## config.mk

```make
export PLATFORM = sky130hd
export DESIGN_NAME = multi_operand_accumulator
export DESIGN_NICKNAME = d
export VERILOG_FILES = /design/src/rtl/multi_operand_accumulator_pkg.sv /design/src/rtl/multi_operand_accumulator_pb_edge_sync.sv /design/src/rtl/multi_operand_accumulator.sv
export SDC_FILE = /design/constraint.sdc
export NUM_CORES = 1
export LEC_CHECK = 0
export ABC_AREA = 1
export ABC_CLOCK_PERIOD_IN_PS = 2900
export CAP_MARGIN = 25
export CELL_PAD_IN_SITES_DETAIL_PLACEMENT = 1
export CELL_PAD_IN_SITES_GLOBAL_PLACEMENT = 1
export CORE_MARGIN = 3
export CORE_UTILIZATION = 44
export DETAILED_ROUTE_END_ITERATION = 6
export MAX_ROUTING_LAYER = met4
export PLACE_DENSITY = 0.89
export SLEW_MARGIN = 20
export SYNTH_ARGS = -nofsm -noshare
export SYNTH_HDL_FRONTEND = slang
export SYNTH_SLANG_ARGS = --single-unit
```

## constraint.sdc

```tcl
create_clock -name clk -period 2.9 [get_ports clk]
set_input_delay 0.58 -clock clk [delete_from_list [all_inputs] [get_ports clk]]
set_output_delay 0.58 -clock clk [all_outputs]
set_load 0.02 [all_outputs]
```

## src/rtl/multi_operand_accumulator_pkg.sv

```systemverilog
// Shared definitions for the multi-operand accumulator.
//   state_e : FSM encoding of the sequential accumulator
//   clog2   : ceiling log2, used to size the sum and operand index
package multi_operand_accumulator_pkg;

   typedef enum logic [1:0] {
      ST_IDLE  = 2'd0,
      ST_ACCUM = 2'd1,
      ST_DONE  = 2'd2
   } state_e;

   function automatic int clog2(input int value);
      int r;
      int v;
      r = 0;
      v = value - 1;
      while (v > 0) begin
         r++;
         v = v >> 1;
      end
      return r;
   endfunction

endpackage

```

## src/rtl/multi_operand_accumulator_pb_edge_sync.sv

```systemverilog
// Pushbutton conditioner: two-flop synchroniser followed by a rising-edge
// detector producing a single-cycle pulse.
//   clk     : system clock
//   rst_n   : asynchronous active-low reset
//   btn_i   : raw, asynchronous button level (active-high)
//   pulse_o : one-cycle pulse after the synchronised level first goes high
module pb_edge_sync
   import multi_operand_accumulator_pkg::*;
(
   input  logic clk,
   input  logic rst_n,
   input  logic btn_i,
   output logic pulse_o
);

   logic sync1_q;
   logic sync2_q;
   logic prev_q;

   always_ff @(posedge clk or negedge rst_n) begin
      if (!rst_n) begin
         sync1_q <= 1'b0;
         sync2_q <= 1'b0;
         prev_q  <= 1'b0;
      end else begin
         sync1_q <= btn_i;
         sync2_q <= sync1_q;
         prev_q  <= sync2_q;
      end
   end

   // Because prev_q resets to 0, a button held through reset still produces
   // exactly one pulse once the synchroniser sees it after release.
   assign pulse_o = sync2_q & ~prev_q;

endmodule

```

## src/rtl/multi_operand_accumulator.sv

```systemverilog
// Multi-operand accumulator: NUM_OPS operand registers loaded from a shared
// switch bus by individual pushbuttons, summed sequentially one operand per
// clock. Any load restarts the summation; clr zeroes everything.
//   clk       : system clock
//   rst_n     : asynchronous active-low reset
//   pb        : raw load pushbuttons, pb[i] loads operand i from y
//   clr       : raw clear pushbutton
//   y         : operand value from switches (assumed stable around a press)
//   sum       : registered sum, held while a new sum is being computed
//   sum_valid : sum reflects current operand contents
//   busy      : accumulation pending or in progress
module multi_operand_accumulator
   import multi_operand_accumulator_pkg::*;
#(
   parameter  int WIDTH   = 4,
   parameter  int NUM_OPS = 5,
   localparam int SUM_W   = WIDTH + clog2(NUM_OPS)
) (
   input  logic               clk,
   input  logic               rst_n,
   input  logic [NUM_OPS-1:0] pb,
   input  logic               clr,
   input  logic [WIDTH-1:0]   y,
   output logic [SUM_W-1:0]   sum,
   output logic               sum_valid,
   output logic               busy
);

   localparam int IDX_W = clog2(NUM_OPS);

   logic [NUM_OPS-1:0] ld_pulse;
   logic               clr_pulse;
   logic               any_ld;

   for (genvar g = 0; g < NUM_OPS; g++) begin : g_pb
      pb_edge_sync u_pb (
         .clk     (clk),
         .rst_n   (rst_n),
         .btn_i   (pb[g]),
         .pulse_o (ld_pulse[g])
      );
   end

   pb_edge_sync u_clr (
      .clk     (clk),
      .rst_n   (rst_n),
      .btn_i   (clr),
      .pulse_o (clr_pulse)
   );

   assign any_ld = |ld_pulse;

   logic [NUM_OPS-1:0][WIDTH-1:0] op_q, op_d;
   logic [SUM_W-1:0]              acc_q, acc_d;
   logic [IDX_W-1:0]              idx_q, idx_d;
   logic [SUM_W-1:0]              sum_q, sum_d;
   logic                          sum_valid_q, sum_valid_d;
   logic                          dirty_q, dirty_d;
   state_e                        state_q, state_d;

   always_comb begin
      op_d        = op_q;
      acc_d       = acc_q;
      idx_d       = idx_q;
      sum_d       = sum_q;
      sum_valid_d = sum_valid_q;
      dirty_d     = dirty_q;
      state_d     = state_q;

      for (int i = 0; i < NUM_OPS; i++) begin
         if (ld_pulse[i]) op_d[i] = y;
      end
      if (any_ld) sum_valid_d = 1'b0;

      case (state_q)
         ST_IDLE, ST_DONE: begin
            // A load coinciding with the start is still covered: the new
            // operand is in place before the first ACCUM cycle reads it.
            if (dirty_q) begin
               state_d = ST_ACCUM;
               acc_d   = '0;
               idx_d   = '0;
               dirty_d = 1'b0;
            end else if (any_ld) begin
               dirty_d = 1'b1;
            end
         end
         ST_ACCUM: begin
            if (any_ld) begin
               // Restart so the result always includes the newest operands.
               acc_d = '0;
               idx_d = '0;
            end else begin
               acc_d = acc_q + SUM_W'(op_q[idx_q]);
               if (idx_q == IDX_W'(NUM_OPS - 1)) begin
                  sum_d       = acc_d;
                  sum_valid_d = 1'b1;
                  state_d     = ST_DONE;
               end else begin
                  idx_d = idx_q + 1'b1;
               end
            end
         end
         default: state_d = ST_IDLE;
      endcase

      // Clear overrides everything, including same-cycle loads.
      if (clr_pulse) begin
         op_d        = '0;
         acc_d       = '0;
         idx_d       = '0;
         sum_d       = '0;
         sum_valid_d = 1'b1;
         dirty_d     = 1'b0;
         state_d     = ST_IDLE;
      end
   end

   always_ff @(posedge clk or negedge rst_n) begin
      if (!rst_n) begin
         op_q        <= '0;
         acc_q       <= '0;
         idx_q       <= '0;
         sum_q       <= '0;
         sum_valid_q <= 1'b1;
         dirty_q     <= 1'b0;
         state_q     <= ST_IDLE;
      end else begin
         op_q        <= op_d;
         acc_q       <= acc_d;
         idx_q       <= idx_d;
         sum_q       <= sum_d;
         sum_valid_q <= sum_valid_d;
         dirty_q     <= dirty_d;
         state_q     <= state_d;
      end
   end

   assign sum       = sum_q;
   assign sum_valid = sum_valid_q;
   assign busy      = (state_q == ST_ACCUM) | dirty_q;

endmodule

```

==> results by stage <==
Status:
- The run finished with clean final reports.

Clock tree:
- Clock tree synthesis selected as its root buffer the cell clkbuf_8.
- After clock tree synthesis, the clock-pin slew on the worst setup and hold paths is 0.07 ns.
- The maximum clock insertion buffer count is 2.
- The TritonCTS clock tree is yes.
- The number of buffers added to fix hold violations after cts is 0.
- The number of setup buffers added after CTS is 0.
- The clock latency on the worst-skew pair is 0.34 ns.
- After clock tree synthesis, the repair step resized 0 gates.
- The H-tree generated during clock tree synthesis spans 3 levels.
- Buffers inserted during clock tree synthesis total 9.
- For this design, the sink count on the clock tree is 59.

STA:
- The hold violation count in the final report is 0.
- Derived from the worst setup path, the maximum achievable clock frequency is 0.405 GHz.
- Adding up every negative setup slack in the final design gives 0 ns.
- The count of pins over their slew limit came to 0.
- Setup repair after global routing left no endpoint under its margin.
- Setup violations remaining at the end of the flow were counted as 0.
- The worst-case headroom to the max-slew limit is 0.512.
- The maximum clock skew at final layout is 0.00626 ns.
- For the pin with the worst max-slew slack, the measured transition is 0.732 ns.
- The period utilization is 0.852.
- The worst path in the final design needs a cycle of 2.47 ns, including I/O delays and setup.

Placed design:
- Once placement completed, the tool counted placed cells totaling 380.
- The count of buffers added on input and output ports is 20.
- After legalization and detailed placement, the total HPWL measured 4490 um.
- At the end of routability-driven placement, the weighted congestion stood at 0.894.

Detailed routing:
- The total length of routed wires is 6360 um.
- The first detailed-routing pass ran for 4 iterations.
- After detailed routing, the number of remaining DRC violations is 0.
- Across all layers, the routed design uses 2067 vias.
- The violation count after the first detailed-routing iteration is 93.
- After detailed routing, the average wire length per cell comes to 16.1 um.
- The number of routed nets with antenna violations is 0.
- In the routed layout, each cell is associated on average with a via count of 5.23.

Critical path:
- The required time of the worst setup path is 3.15 ns.
- The data arrival at the endpoint of the critical path is 2.73 ns.
- STA classifies the critical path startpoint as a flip-flop.
- The setup path with the least slack is of type flip-flop to flip-flop.
- The category of the worst setup path capture point is a flip-flop.
- The highest net fanout along the worst path is 12.

Synthesis:
- The per-instance average area after synthesis is 9.13 um2.
- Synthesis instantiated 29 different standard cells from the library.
- Sorting the synthesized cells by area gives the leading types as dfrtp_1 55%, nand2_1 14%, o21ai_0 5.7%, inv_1 4.7%, nand3_1 3.6%.
- The number of enable flip-flop cells after synthesis is 0.
- Counting flops and latches in the post-synthesis netlist gives 59.
- The share of Yosys cell area claimed by the top area cell type is 0.548.
- In the synthesized netlist the dominant register cell turns out to be dfrtp_1.
- The synthesized design spends more area on one cell type than any other, namely dfrtp_1.
- Counting flops with an async set or reset pin after synthesis yields a share of 1.00.
- After synthesis the cells add up to 0.00265 mm2.
- The sequential area share after synthesis is 0.558.
- The total number of yosys warnings is 0.
- The number of standard cells after synthesis is 290.
- The number of nets handed over by synthesis was 309.

Power and ir drop:
- The worst-case IR drop observed on VDD is 0.000426 V.
- The leakage power of the design is 1.57 nW.
- The power density normalized to cell area is 692 mW/mm2.

Global routing:
- The global-route congestion overflow total is 0.
- The global-route wire length before repair is 11100 um.
- The largest net degree at the start of global routing is 60.
- The aggregate global-route resource usage is 0.209.
- The number of antenna violations at the first check in global routing was 0.
- The via count of the first global-routing pass was 2299.

Final layout:
- The repair_antennas step left the layout with diodes totalling 0.
- The area growth from synthesis to layout is 18.9%.
- In the final layout, the share of cells above drive strength 1 is 0.121.
- The commonest non-fill, non-tap cell in the layout is nand2_1.
- The net count of the finished layout is 338.
- In the layout the commonest cells are 96 x nand2_1, 58 x dfrtp_1, 33 x inv_1.
- The filler-free cell count of the finished design is 395.

Floorplan:
- In this run the count of I/O pins placed on the die edge is 21.
- The initialized floorplan defines 27 standard-cell rows.
- The die area is 0.00699 mm2.
- The die height is 83.6 um.
- The effective utilization at floorplan is 0.467.
- The core region is 0.00568 mm2.
- From left edge to right edge, the die measures 83.6 um.

Worst hold path:
- The tightest min-delay check is of the flip-flop to flip-flop type.

Job:
- Max-cap violations in this run came to 0.
[through the flow]
stage | hold WS, ns | power [mW] | cell area (um2) | worst slack, ns | utilization
floorplan | 0.284 | 1.20 | 2650 | 0.786 | -
global placement | 0.332 | 1.32 | 2920 | 0.679 | 0.515
detailed placement | 0.336 | 1.34 | 2920 | 0.497 | 0.515
CTS | 0.351 | 2.20 | 3150 | 0.418 | 0.555
global route | 0.358 | 2.30 | 3150 | 0.198 | 0.555
finish | 0.348 | 2.18 | 3150 | 0.428 | 0.555
[final timing paths]
check / endpoint / slack (ns) / start / depth (start not counted)
max: sum[4] / 0.43 / idx_q[0] / 12
min: g_pb[4].u_pb.sync2_q / 0.35 / g_pb[4].u_pb.sync1_q / 0
max reg2reg: sum[4] / 0.43 / idx_q[0] / 12
min reg2reg: g_pb[4].u_pb.sync2_q / 0.35 / g_pb[4].u_pb.sync1_q / 0
max in group asynchronous: idx_q[1] / 2.02 / rst_n / 2
min in group asynchronous: sum[1] / 0.38 / rst_n / 2
[cell type report]
type	count	area [um2]
tap	72	90.1
timing repair buffer	21	203
fill	666	2530
clock buffer	11	151
clock inverter	4	73.8
multi-input combinational	192	1020
inverter	36	135
sequential	59	1480
[logic make-up (layout without fill, tap and decap cells)]
family / count (synthesis) / after routing / synth area share
DFF: 59 / 59 / 0.558
and+or+nand+nor: 141 / 141 / 0.251
adders and majority gates: 7 / 7 / 0.0359
AOI/OAI and AO/OA: 41 / 41 / 0.0874
xor gates and xnor gates: 3 / 3 / 0.00992
buffers and inverters: 39 / 72 / 0.0576
[routing by layer]
layer	routed length [um]	track usage	up-vias
li1	-	-	985
met1	2750	0.249	1032
met2	3250	0.340	38
met3	215	0.0494	12
met4	142	0.0892	0
met5	0	-	-
[state kept, by name, indices dropped and copies added (netlist names)]
register and count:
acc_q 7, state_q 2, u_clr.sync2_q 1, g_pb.u_pb.prev_q 5
idx_q 3, u_clr.prev_q 1, g_pb.u_pb.sync2_q 5, op_q 20
g_pb.u_pb.sync1_q 5, u_clr.sync1_q 1, dirty_q 1, sum_valid 1
sum 7
[cell usage after synthesis, drive strengths merged, types with 2 or more instances]
library cell,instances
dfrtp,58
a21oi,2
nor2,11
buf,3
inv,36
nand4,6
a31oi,2
ha,6
nand3,20
nand2,104
xor2,3
o21ai,33
[critical path, cell delays in order (launching register included)]
cell,delay [ns]
dfrtp_1,0.54
inv_1,0.26
nand2_1,0.12
nand3_1,0.08
nand3_1,0.09
o21ai_0,0.08
ha_1,0.23
fa_1,0.44
nand3_1,0.13
nand2_1,0.08
nand2_1,0.09
nand2_1,0.10
o21ai_0,0.17
[where the power goes]
part	internal, mW	total [mW]	leakage (nW)	switching (mW)
Combinational	0.129	0.391	0.701	0.263
Clock	0.526	0.846	0.115	0.320
Sequential	0.885	0.942	0.759	0.0571
(Power assumes the default switching activity.)
